File: src/rtl/stream_pkg.sv
// Shared stream types for the lane packer and its output stage.
// Lane fill order selects which end of the word receives lane 0.
package stream_pkg;

    typedef enum logic {
        LSB_FIRST = 1'b0,
        MSB_FIRST = 1'b1
    } lane_order_e;

endpackage

File: src/rtl/stream_out_reg.sv
// Single-entry output register with valid/ready handshake.
// A load is only issued while rdy_o is high, so a held word is never lost.
module stream_out_reg #(
    parameter int W = 8
) (
    input  logic         clk,
    input  logic         rst_n,
    input  logic         load_i,
    input  logic [W-1:0] pld_i,
    input  logic         rdy_i,
    output logic         vld_o,
    output logic [W-1:0] pld_o,
    output logic         rdy_o
);

    logic         vld_q;
    logic         vld_d;
    logic [W-1:0] pld_q;
    logic [W-1:0] pld_d;

    assign vld_o = vld_q;
    assign pld_o = pld_q;
    assign rdy_o = ~vld_q | rdy_i;

    // Load a new word, or drop the valid once downstream has taken it.
    always_comb begin
        vld_d = vld_q;
        pld_d = pld_q;
        if (load_i) begin
            vld_d = 1'b1;
            pld_d = pld_i;
        end else if (rdy_i) begin
            vld_d = 1'b0;
        end
    end

    // Output register state.
    always_ff @(posedge clk or negedge rst_n) begin
        if (!rst_n) begin
            vld_q <= 1'b0;
            pld_q <= '0;
        end else begin
            vld_q <= vld_d;
            pld_q <= pld_d;
        end
    end

endmodule

File: src/rtl/snd_rcv_packer.sv
// Packs N-bit lanes into M-lane words with a run-time lane ratio.
// Words close on a full ratio, on last_in, or on flush_in.
module snd_rcv_packer
    import stream_pkg::*;
#(
    parameter int          N          = 8,
    parameter int          M          = 4,
    parameter lane_order_e LANE_ORDER = LSB_FIRST
) (
    input  logic                   clk,
    input  logic                   rst_n,
    input  logic [$clog2(M+1)-1:0] cfg_ratio,
    input  logic                   vld_in,
    input  logic [N-1:0]           data_in,
    input  logic                   last_in,
    output logic                   rdy_out,
    input  logic                   flush_in,
    output logic                   vld_out,
    output logic [M*N-1:0]         data_out,
    output logic [M-1:0]           keep_out,
    output logic                   last_out,
    input  logic                   rdy_in,
    output logic                   busy
);

    localparam int RW = $clog2(M+1);
    localparam int CW = $clog2(M);
    localparam int W  = M*N;
    localparam int PW = W + M + 1;
    localparam logic [RW-1:0] RMAX = RW'(M);

    logic [CW-1:0] cnt_q;
    logic [CW-1:0] cnt_d;
    logic [RW-1:0] r_q;
    logic [RW-1:0] r_d;
    logic [W-1:0]  acc_q;
    logic [W-1:0]  acc_d;
    logic [M-1:0]  keep_q;
    logic [M-1:0]  keep_d;

    logic          accept;
    logic [RW-1:0] r_cfg;
    logic [RW-1:0] r_use;
    logic [CW-1:0] idx;
    logic          is_end;
    logic          close;
    logic          flush_only;
    logic          load;
    logic [W-1:0]  mrg_data;
    logic [M-1:0]  mrg_keep;
    logic [W-1:0]  pld_data;
    logic [M-1:0]  pld_keep;
    logic          pld_last;
    logic [PW-1:0] pld_in;
    logic [PW-1:0] pld_out;

    assign accept     = vld_in & rdy_out;
    assign busy       = (cnt_q != '0);
    assign is_end     = ((RW'(cnt_q) + RW'(1)) == r_use);
    assign close      = accept & (is_end | last_in | flush_in);
    assign flush_only = ~accept & flush_in & busy & rdy_out;
    assign load       = close | flush_only;

    // Effective ratio: out-of-range config means a full word; held mid-word.
    always_comb begin
        r_cfg = cfg_ratio;
        if (cfg_ratio == '0 || cfg_ratio > RMAX) begin
            r_cfg = RMAX;
        end
        r_use = (cnt_q == '0) ? r_cfg : r_q;
    end

    // Lane slot for the current count, mirrored for MSB-first fill.
    always_comb begin
        idx = cnt_q;
        if (LANE_ORDER == MSB_FIRST) begin
            idx = CW'(M-1) - cnt_q;
        end
    end

    // Merge the incoming lane into the partial word.
    always_comb begin
        mrg_data = acc_q;
        mrg_keep = keep_q;
        for (int l = 0; l < M; l++) begin
            if (CW'(l) == idx) begin
                mrg_data[l*N +: N] = data_in;
                mrg_keep[l]        = 1'b1;
            end
        end
    end

    // Word presented to the output register when a close happens.
    always_comb begin
        pld_data = acc_q;
        pld_keep = keep_q;
        pld_last = 1'b0;
        if (accept) begin
            pld_data = mrg_data;
            pld_keep = mrg_keep;
            pld_last = last_in;
        end
    end

    // Accumulator, lane counter and ratio next state.
    always_comb begin
        cnt_d  = cnt_q;
        r_d    = r_q;
        acc_d  = acc_q;
        keep_d = keep_q;
        if (accept && cnt_q == '0) begin
            r_d = r_cfg;
        end
        if (load) begin
            cnt_d  = '0;
            acc_d  = '0;
            keep_d = '0;
        end else if (accept) begin
            cnt_d  = cnt_q + CW'(1);
            acc_d  = mrg_data;
            keep_d = mrg_keep;
        end
    end

    // Packer state registers.
    always_ff @(posedge clk or negedge rst_n) begin
        if (!rst_n) begin
            cnt_q  <= '0;
            r_q    <= RMAX;
            acc_q  <= '0;
            keep_q <= '0;
        end else begin
            cnt_q  <= cnt_d;
            r_q    <= r_d;
            acc_q  <= acc_d;
            keep_q <= keep_d;
        end
    end

    assign pld_in = {pld_last, pld_keep, pld_data};

    stream_out_reg #(
        .W(PW)
    ) u_out (
        .clk   (clk),
        .rst_n (rst_n),
        .load_i(load),
        .pld_i (pld_in),
        .rdy_i (rdy_in),
        .vld_o (vld_out),
        .pld_o (pld_out),
        .rdy_o (rdy_out)
    );

    assign data_out = pld_out[W-1:0];
    assign keep_out = pld_out[W +: M];
    assign last_out = pld_out[PW-1];

endmodule

File: config.mk
export PLATFORM = sky130hd
export DESIGN_NAME = snd_rcv_packer
export DESIGN_NICKNAME = d
export VERILOG_FILES = /design/src/rtl/stream_pkg.sv /design/src/rtl/stream_out_reg.sv /design/src/rtl/snd_rcv_packer.sv
export SDC_FILE = /design/constraint.sdc
export NUM_CORES = 1
export LEC_CHECK = 0
export CAP_MARGIN = 25
export CORE_ASPECT_RATIO = 1.2
export CORE_MARGIN = 1
export CORE_UTILIZATION = 35
export DETAILED_ROUTE_END_ITERATION = 16
export GPL_TIMING_DRIVEN = 0
export PLACE_DENSITY_LB_ADDON = 0.05
export SETUP_SLACK_MARGIN = 0.4
export SYNTH_ARGS = -nofsm -noshare
export SYNTH_HDL_FRONTEND = slang
export SYNTH_SLANG_ARGS = --single-unit
File: constraint.sdc
create_clock -name clk -period 3.5 [get_ports clk]
set_input_delay 0.525 -clock clk [delete_from_list [all_inputs] [get_ports clk]]
set_output_delay 0.525 -clock clk [all_outputs]
set_load 0.1 [all_outputs]
==> metrics.yaml, run 1 <==
h-tree-depth: 3
irDropWorstVdd_uv: 269
sw_frac_of_total: 0.415
diodes: 0
synthCells: 282
r2r-end: "acc_q[7]$_DFF_PN0_"
drtPass1Iterations: 4
fin_crit_sh: 0.836
p_comb_frac: 0.393
ys_seq_elements: 79
rows: 38
preCtsSetupSlack_ps: 306
seq_area_frac_synth: 0.586
cap_violations: 0
worst_slew_pin_slew_ps: 975
finalWirelength_mm: 7.11
synth_top_area_frac: 0.579
period_needed_ps: 2930
netlist_area_um2: 3370
area_growth_pct: 29.0
power_mw: 3.14
gp_routability_congestion: 0.746
start_kind: "flip-flop"
report.final.hold_viol_count: 0
grtUsageTotal: 0.161
syn-num-nets: 304
path_max_fanout: 9
yosysWarnings: 0
hp-class: "in2async"
p_int_mw: 1.84
postCtsSetupRepairBufs: 0
clk_latency_ps: 340
reg2reg_slack_ps: 1070
synth_cell_type_count: 26
power_switching_mw: 1.30
layout-drive-gt1-share: 0.104
yosys-top-cells-area: "dfrtp_1 (58%), mux2i_1 (19%), inv_1 (4.1%)"
seqPwrFrac: 0.352
clkPwrFrac: 0.255
coreArea_um2: 9220
cp.required_ps: 2970
avgRoutedWirePerCell_um: 15.0
ant_nets: 0
io_buffers: 56
avgViaCountPerCell: 4.44
clockBufferDepth: 2
top_level_ports: 57
register_area_um2: 1980
die_area_um2: 10000
clk_pin_slew_worst_paths_ps: 90
syn_avg_cell_area_um2: 12.0
synth_top_area_cell: "dfrtp_1"
cts_sinks: 79
cts_hold_buf: 0
drv_slew: 0
final_nets: 372
max_freq_mhz: 342
dp_hpwl_mm: 4.77
arrival_ps: 2400
finalSetupViolCount: 0
vias: 2111
grt_pass1_wl_mm: 12.0
cts_tree: "built"
rsz0062_at_grt: "false"
antenna_found_initial: 0
r2r_cells: 11
cellPowerDensity_nw_per_um2: 722
relSlewSlack: 0.348
n_fill_cell: 886
cts_resized: 0
drt_iter0_markers: 80
cts_root_buffer: "clkbuf_8"
fin_skew_ps: 11.6
p_leak_nw: 2.24
die_h_um: 110
globalRoute.totalOverflow: 0
cp-end-kind: "output pin"
reg2reg_from: "cnt_q[0]$_DFFE_PN0P_"
path_class: "reg2out"
setup_slack_ps: 574
multi_input_area_um2: 1160
grt_max_degree: 46
drc: 0
numCtsBuffers: 9
die_w_um: 91.6
initial_core_util: 0.366
status: "complete, no violations"
grt_pass1_vias: 2291
stage by stage:
step	std cells	instance area, µm²	setup TNS (ps)	hold WS [ps]	utilization
floorplan	282	3380	0	229	-
global placement	458	4090	-85460	459	0.443
detailed placement	459	4110	0	464	0.446
CTS	475	4350	0	143	0.472
global route	475	4350	0	160	0.472
finish	475	4350	0	134	0.472
power by group through the flow:
stage,clock network [mW],registers [mW],logic [mW]
floorplan,0,1.70,0.353
global placement,0,1.12,1.24
detailed placement,0,1.13,1.25
CTS,0.822,1.11,1.25
global route,0.866,1.12,1.31
finish,0.800,1.11,1.24
critical path, stage by stage (launching register included):
cell             delay, ps
dfrtp_1                420
inv_1                  120
ha_1                   220
buf_6                  130
inv_1                   50
clkdlybuf4s50_1       1110
cell families (layout without fill, tap and decap cells):
group	after synthesis	in the layout	share of synthesized area
DFF	79	79	0.586
muxes	69	69	0.207
adders and majority gates	5	5	0.0185
and+or+nand+nor	68	68	0.0942
buffers and inverters	48	121	0.0701
AOI/OAI and AO/OA	13	13	0.0241
per-layer routing:
metal  GRT usage  vias to the layer above  share of wire
li1            -                     1042              -
met5           0                        -              0
met2       0.265                       42           0.46
met4      0.0680                        0          0.015
met3      0.0339                       10          0.038
met1       0.208                     1017           0.48
cells in the final DEF (no fill, tap or decap), drive strengths merged:
cell            n
dfrtp          78
or2             1
a22o            1
dfstp           1
nand2b          8
nand2          11
a31o            1
nor2b           9
mux2            5
a21oi           1
mux2i          64
ha              5
bufinv          2
buf            12
nand3           1
o21ai           8
clkbuf         13
a31oi           1
clkinvlp        1
a22oi           1
and2            1
and3b           1
inv            37
or3             2
clkdlybuf4s50  55
clkinv          1
nor2           33
nand3b          1
worst max-delay path by stage:
stage                            start                           to  slack (ps)  cells past startpoint
2_1_floorplan  u_out.vld_o$_DFFE_PN0P_   u_out.pld_o[4]$_DFFE_PN0P_         640                      7
3_3_place_gp                     rst_n  u_out.pld_o[13]$_DFFE_PN0P_       -1100                      1
3_5_place_dp              cfg_ratio[0]           acc_q[7]$_DFF_PN0_         310                     11
4_1_cts           cnt_q[0]$_DFFE_PN0P_                         busy         560                      5
5_1_grt           cnt_q[0]$_DFFE_PN0P_                         busy         450                      5
6_report          cnt_q[0]$_DFFE_PN0P_                         busy         570                      5
flip-flops by register name (all words and copies together), names as in the netlist:
signal / flops
u_out.vld_o: 1
keep_q: 4
u_out.pld_o: 37
cnt_q: 2
acc_q: 32
r_q: 3
cell usage after synthesis (all sizes together):
master	count
dfrtp	78
mux2i	64
inv	37
nor2	33
nand2	11
buf	10
nor2b	9
nand2b	8
o21ai	8
ha	5
mux2	5
or3	2
a21oi	1
a22o	1
a22oi	1
a31o	1
a31oi	1
and2	1
and3b	1
clkbuf	1
dfstp	1
nand3	1
nand3b	1
or2	1
cell type report:
class	instances	area share
sequential	79	0.454
inverter	37	0.0319
buffer	11	0.0224
clock inverter	4	0.0175
tap	120	0.0345
multi-input combinational	155	0.267
timing repair buffer	57	0.135
clock buffer	12	0.0379
Note: power is estimated with default switching activity, not from simulation.
==> inputs of run 2 (changes only) <==
- clock period: 3.5 -> 2.85 ns (I/O delays scaled with it)
==> run 2 against run 1 <==
  * Worst setup slack got worse by 140 ps
  * First-iteration DRC count is 40% higher
  * Largest power group unchanged
  * Total power increased by 21%
  * Sequential power rose by 22%
  * Critical path type unchanged
  * Highest routed layer unchanged
  * Utilization up 2.3 points
==> metrics.yaml, run 2 (synthesized netlist as in run 1, its figures left out) <==
rows: 38
path_max_fanout: 8
relSlewSlack: 0.345
n_fill_cell: 883
grtUsageTotal: 0.162
hp-class: "in2async"
avgRoutedWirePerCell_um: 15.0
status: "complete, no violations"
cp_slowest_stage_delay_ps: 810
h-tree-depth: 3
numCtsBuffers: 9
wl_met2_mm: 3.43
clockBufferDepth: 2
cts_tree: "built"
final_nets: 387
rsz0062_at_grt: "true"
reg2reg_from: "cnt_q[1]$_DFFE_PN0P_"
final_cell_mix: "dfrtp_1 (77), mux2i_1 (64), clkdlybuf4s50_1 (50)"
layout-drive-gt1-share: 0.168
startpoint: "cnt_q[1]$_DFFE_PN0P_"
path_class: "reg2out"
design_area_um2: 4570
start_kind: "flip-flop"
final_common_cell: "dfrtp_1"
clk_pin_slew_worst_paths_ps: 80
cap_violations: 0
cts_sinks: 79
cp-end-kind: "output pin"
die_h_um: 110
drc: 0
arrival_ps: 1980
gp_routability_congestion: 0.755
vias: 2210
die_area_um2: 10000
cp.required_ps: 2420
globalRoute.totalOverflow: 0
wl_met1_mm: 3.47
dp_hpwl_mm: 4.64
worst_slew_pin_slew_ps: 980
period_needed_ps: 2410
cellPowerDensity_nw_per_um2: 833
grt_pass1_vias: 2240
worstPathCellList: "inv_2, ha_4, buf_6, inv_1, clkdlybuf4s15_1"
cts_root_buffer: "clkbuf_8"
fin_skew_ps: 8.86
fin_crit_sh: 0.846
p_leak_nw: 2.35
finalSetupViolCount: 0
top_layer: "met4"
area_growth_pct: 35.5
drtPass1Iterations: 4
antenna_found_initial: 0
initial_core_util: 0.366
grt_pass1_wl_mm: 12.0
largest_reg_flops: 37
setup-tns-final_ps: 0
io_buffers: 56
dr_wl_met3_um: 320
top_level_ports: 57
slowest_stage: "clkdlybuf4s15_1"
ant_nets: 0
drv_slew: 0
drt_iter0_markers: 112
clk_latency_ps: 350
coreArea_um2: 9220
max_freq_mhz: 415
irDropWorstVdd_uv: 245
report.final.hold_viol_count: 0
place_area_um2: 4120
finalWirelength_mm: 7.35
r2r_cells: 11
cts_hold_buf: 0
diodes: 0
die_w_um: 91.6
avgViaCountPerCell: 4.52
grt_max_degree: 49
## run 2: routing by layer
metal / vias up / GRT usage
met4: 0 / 0.0794
met3: 10 / 0.0290
met5: - / 0
met2: 46 / 0.253
met1: 1085 / 0.218
li1: 1069 / -
## run 2: area by class of cell
type	instances	area (µm²)	share of cell area
Timing Repair Buffer	72	782	0.171
Buffer	11	136	0.0298
Tap cell	120	150	0.0329
Clock inverter	5	33.8	0.00739
Multi-Input combinational cell	155	1210	0.265
Clock buffer	10	138	0.0301
Inverter	37	139	0.0304
Sequential cell	79	1980	0.433
## run 2: stage by stage
step	util	total power, mW	instances	hold WS (ps)	worst slack (ps)
4_1_cts	0.487	3.81	485	28.5	350
5_1_grt	0.495	3.98	489	42.3	357
3_5_place_dp	0.446	2.91	459	415	-218
6_report	0.495	3.81	489	25.2	438
2_1_floorplan	-	2.53	282	132	465
3_3_place_gp	0.444	2.90	458	461	-1940
## run 2: final timing paths
path | end | slack [ps]
worst max-delay path | busy | 440
worst min-delay path | u_out.pld_o[5]$_DFFE_PN0P_ | 30
worst max register to register | u_out.pld_o[26]$_DFFE_PN0P_ | 500
worst min register to register | r_q[1]$_DFFE_PN0P_ | 480
max in group asynchronous | acc_q[16]$_DFF_PN0_ | 2230
min in group clk | r_q[1]$_DFFE_PN0P_ | 360
## run 2: critical path: cells and delay by family, from the launching register on
family | cells | cell delay (ps)
flops | 1 | 420
fa+ha+maj | 1 | 150
buf+inv | 4 | 1050
## run 2: power breakdown
group          internal (mW)  leakage [nW]  total (mW)  switching (mW)
clock network          0.335        0.0845       0.752           0.417
logic                  0.547          1.19        1.70            1.15
registers               1.28          1.07        1.35          0.0728
total                   2.16          2.35        3.81            1.64
## run 2: what timing repair did
item / 4_1_cts / 5_1_grt
resized for setup: 19 / 19
setup buffers: 8 / 4
endpoints found under the setup margin: 75 / 61
cloned: 3 / 0
pin swaps: 2 / 6
==> inputs of run 3 (changes only) <==
- clock period: 2.85 -> 2.3 ns (I/O delays scaled with it)
==> run 3 against run 2 <==
  * The flow now finishes with violations (negative setup slack)
  * Cell area increased by 8.2%
  * First-iteration DRC count down 18%
  * Wire length up 7.4%
  * Highest routed layer unchanged
  * Critical path depth grew 7
==> metrics.yaml, run 3 (synthesized netlist as in run 1, its figures left out) <==
grtUsageTotal: 0.174
setup_slack_ps: -16.4
diodes: 0
setup-tns-final_ps: -90.8
fin_cells: 507
design_area_um2: 4940
max_freq_mhz: 432
period_needed_ps: 2320
cts_tree: "built"
fin_skew_ps: 9.08
cts_root_buffer: "clkbuf_8"
cellPowerDensity_nw_per_um2: 1050
rsz0062_at_grt: "true"
cap_violations: 0
drc: 0
drtPass1Iterations: 4
clk_pin_slew_worst_paths_ps: 80
cp.required_ps: 2530
final_cell_mix: "dfrtp_1 (77), mux2i_1 (63), inv_1 (34)"
initial_core_util: 0.366
die_h_um: 110
h-tree-depth: 3
cp_slowest_stage_delay_ps: 380
worstPathCellList: "inv_2, ha_4, buf_6, and3b_1, or3_1, a22oi_2, a31o_1, buf_6, buf_12, buf_12, clkbuf_16, nor2_4"
finalWirelength_mm: 7.89
dp.cells: 459
drt_iter0_markers: 92
final_nets: 404
place_area_um2: 4150
worstHoldPathCells: 3
drv_slew: 0
hp-class: "in2reg"
ant_nets: 0
antenna_found_initial: 0
gp_routability_congestion: 0.728
path_class: "reg2reg"
grt_pass1_vias: 2451
violations: "negative setup slack"
layout-drive-gt1-share: 0.370
start_kind: "flip-flop"
globalRoute.totalOverflow: 0
arrival_ps: 2550
p_leak_nw: 2.54
slowest_stage: "dfrtp_1"
dp_hpwl_mm: 4.73
cp-end-kind: "flip-flop"
io_buffers: 56
area_growth_pct: 46.6
preCtsSetupSlack_ps: -673
finalSetupViolCount: 8
path_max_fanout: 7
cts_sinks: 79
irDropWorstVdd_uv: 361
grt_pass1_wl_mm: 12.8
r2r_cells: 12
largest_reg_flops: 37
vias: 2298
avgViaCountPerCell: 4.53
report.final.hold_viol_count: 0
numCtsBuffers: 9
status: "finished with violations"
coreArea_um2: 9220
die_w_um: 91.6
final_common_cell: "dfrtp_1"
top_level_ports: 57
die_area_um2: 10000
relSlewSlack: 0.575
grt_max_degree: 46
avgRoutedWirePerCell_um: 15.6
fin_crit_sh: 1.01
rows: 38
clk_latency_ps: 350
worst_slew_pin_slew_ps: 637
clockBufferDepth: 2
==> run 3: through the flow <==
stage / hold WS, ps / util / power [mW]
2_1_floorplan: 49.4 / - / 3.16
3_3_place_gp: 458 / 0.448 / 3.62
3_5_place_dp: 350 / 0.450 / 3.64
4_1_cts: 274 / 0.528 / 5.13
5_1_grt: 289 / 0.536 / 5.41
6_report: 292 / 0.536 / 5.17
==> run 3: power by group <==
| part | leakage [nW] | internal, mW | switching (mW) | total, mW |
|---|---|---|---|---|
| Clock | 0.110 | 0.642 | 0.519 | 1.16 |
| Combinational | 1.36 | 0.798 | 1.53 | 2.32 |
| Sequential | 1.07 | 1.59 | 0.0958 | 1.68 |
==> run 3: path summary, 6_finish.rpt <==
kind / start / to / slack (ps)
min: cfg_ratio[1] / r_q[1]$_DFFE_PN0P_ / 290
min reg2reg: r_q[2]$_DFFE_PN1P_ / r_q[2]$_DFFE_PN1P_ / 480
min in group asynchronous: rst_n / u_out.pld_o[31]$_DFFE_PN0P_ / 500
max reg2reg: cnt_q[0]$_DFFE_PN0P_ / acc_q[12]$_DFF_PN0_ / -20
max: cnt_q[0]$_DFFE_PN0P_ / acc_q[12]$_DFF_PN0_ / -20
max in group asynchronous: rst_n / u_out.vld_o$_DFFE_PN0P_ / 1190
==> run 3: cell type report <==
type                    count  area, µm²
fillers                   810       4280
repair buffers             89        930
flip-flops and latches     79       1980
inverters                  37        139
multi-input cells         155       1360
well taps                 120        150
plain buffers              11        158
clock buffers              11        141
clock inverters             5       81.3
==> run 3: timing repair <==
item	in CTS	in global routing
hold buffers	1	0
gates cloned	5	1
setup endpoints to repair	116	101
gates resized for setup	143	61
pin swaps	8	10
endpoints found under the hold margin	33	0
buffers inserted	23	2
==> run 3: metal layers <==
layer | share of wire | vias up | wire length [µm] | GRT usage
met5 | 0 | - | 0 | 0
met3 | 0.028 | 13 | 223 | 0.0256
met4 | 0.026 | 0 | 205 | 0.0975
met2 | 0.49 | 47 | 3900 | 0.287
met1 | 0.45 | 1129 | 3560 | 0.220
li1 | - | 1109 | - | -
==> run 3: critical path: cells and delay by family, from the launching register on <==
| family | cells | cell delay, ps |
|---|---|---|
| AO/OA/AOI/OAI | 2 | 410 |
| adder cells (fa/ha/maj) | 1 | 150 |
| buffers and inverters | 6 | 750 |
| flip-flops | 1 | 380 |
| AND/OR/NAND/NOR | 3 | 510 |
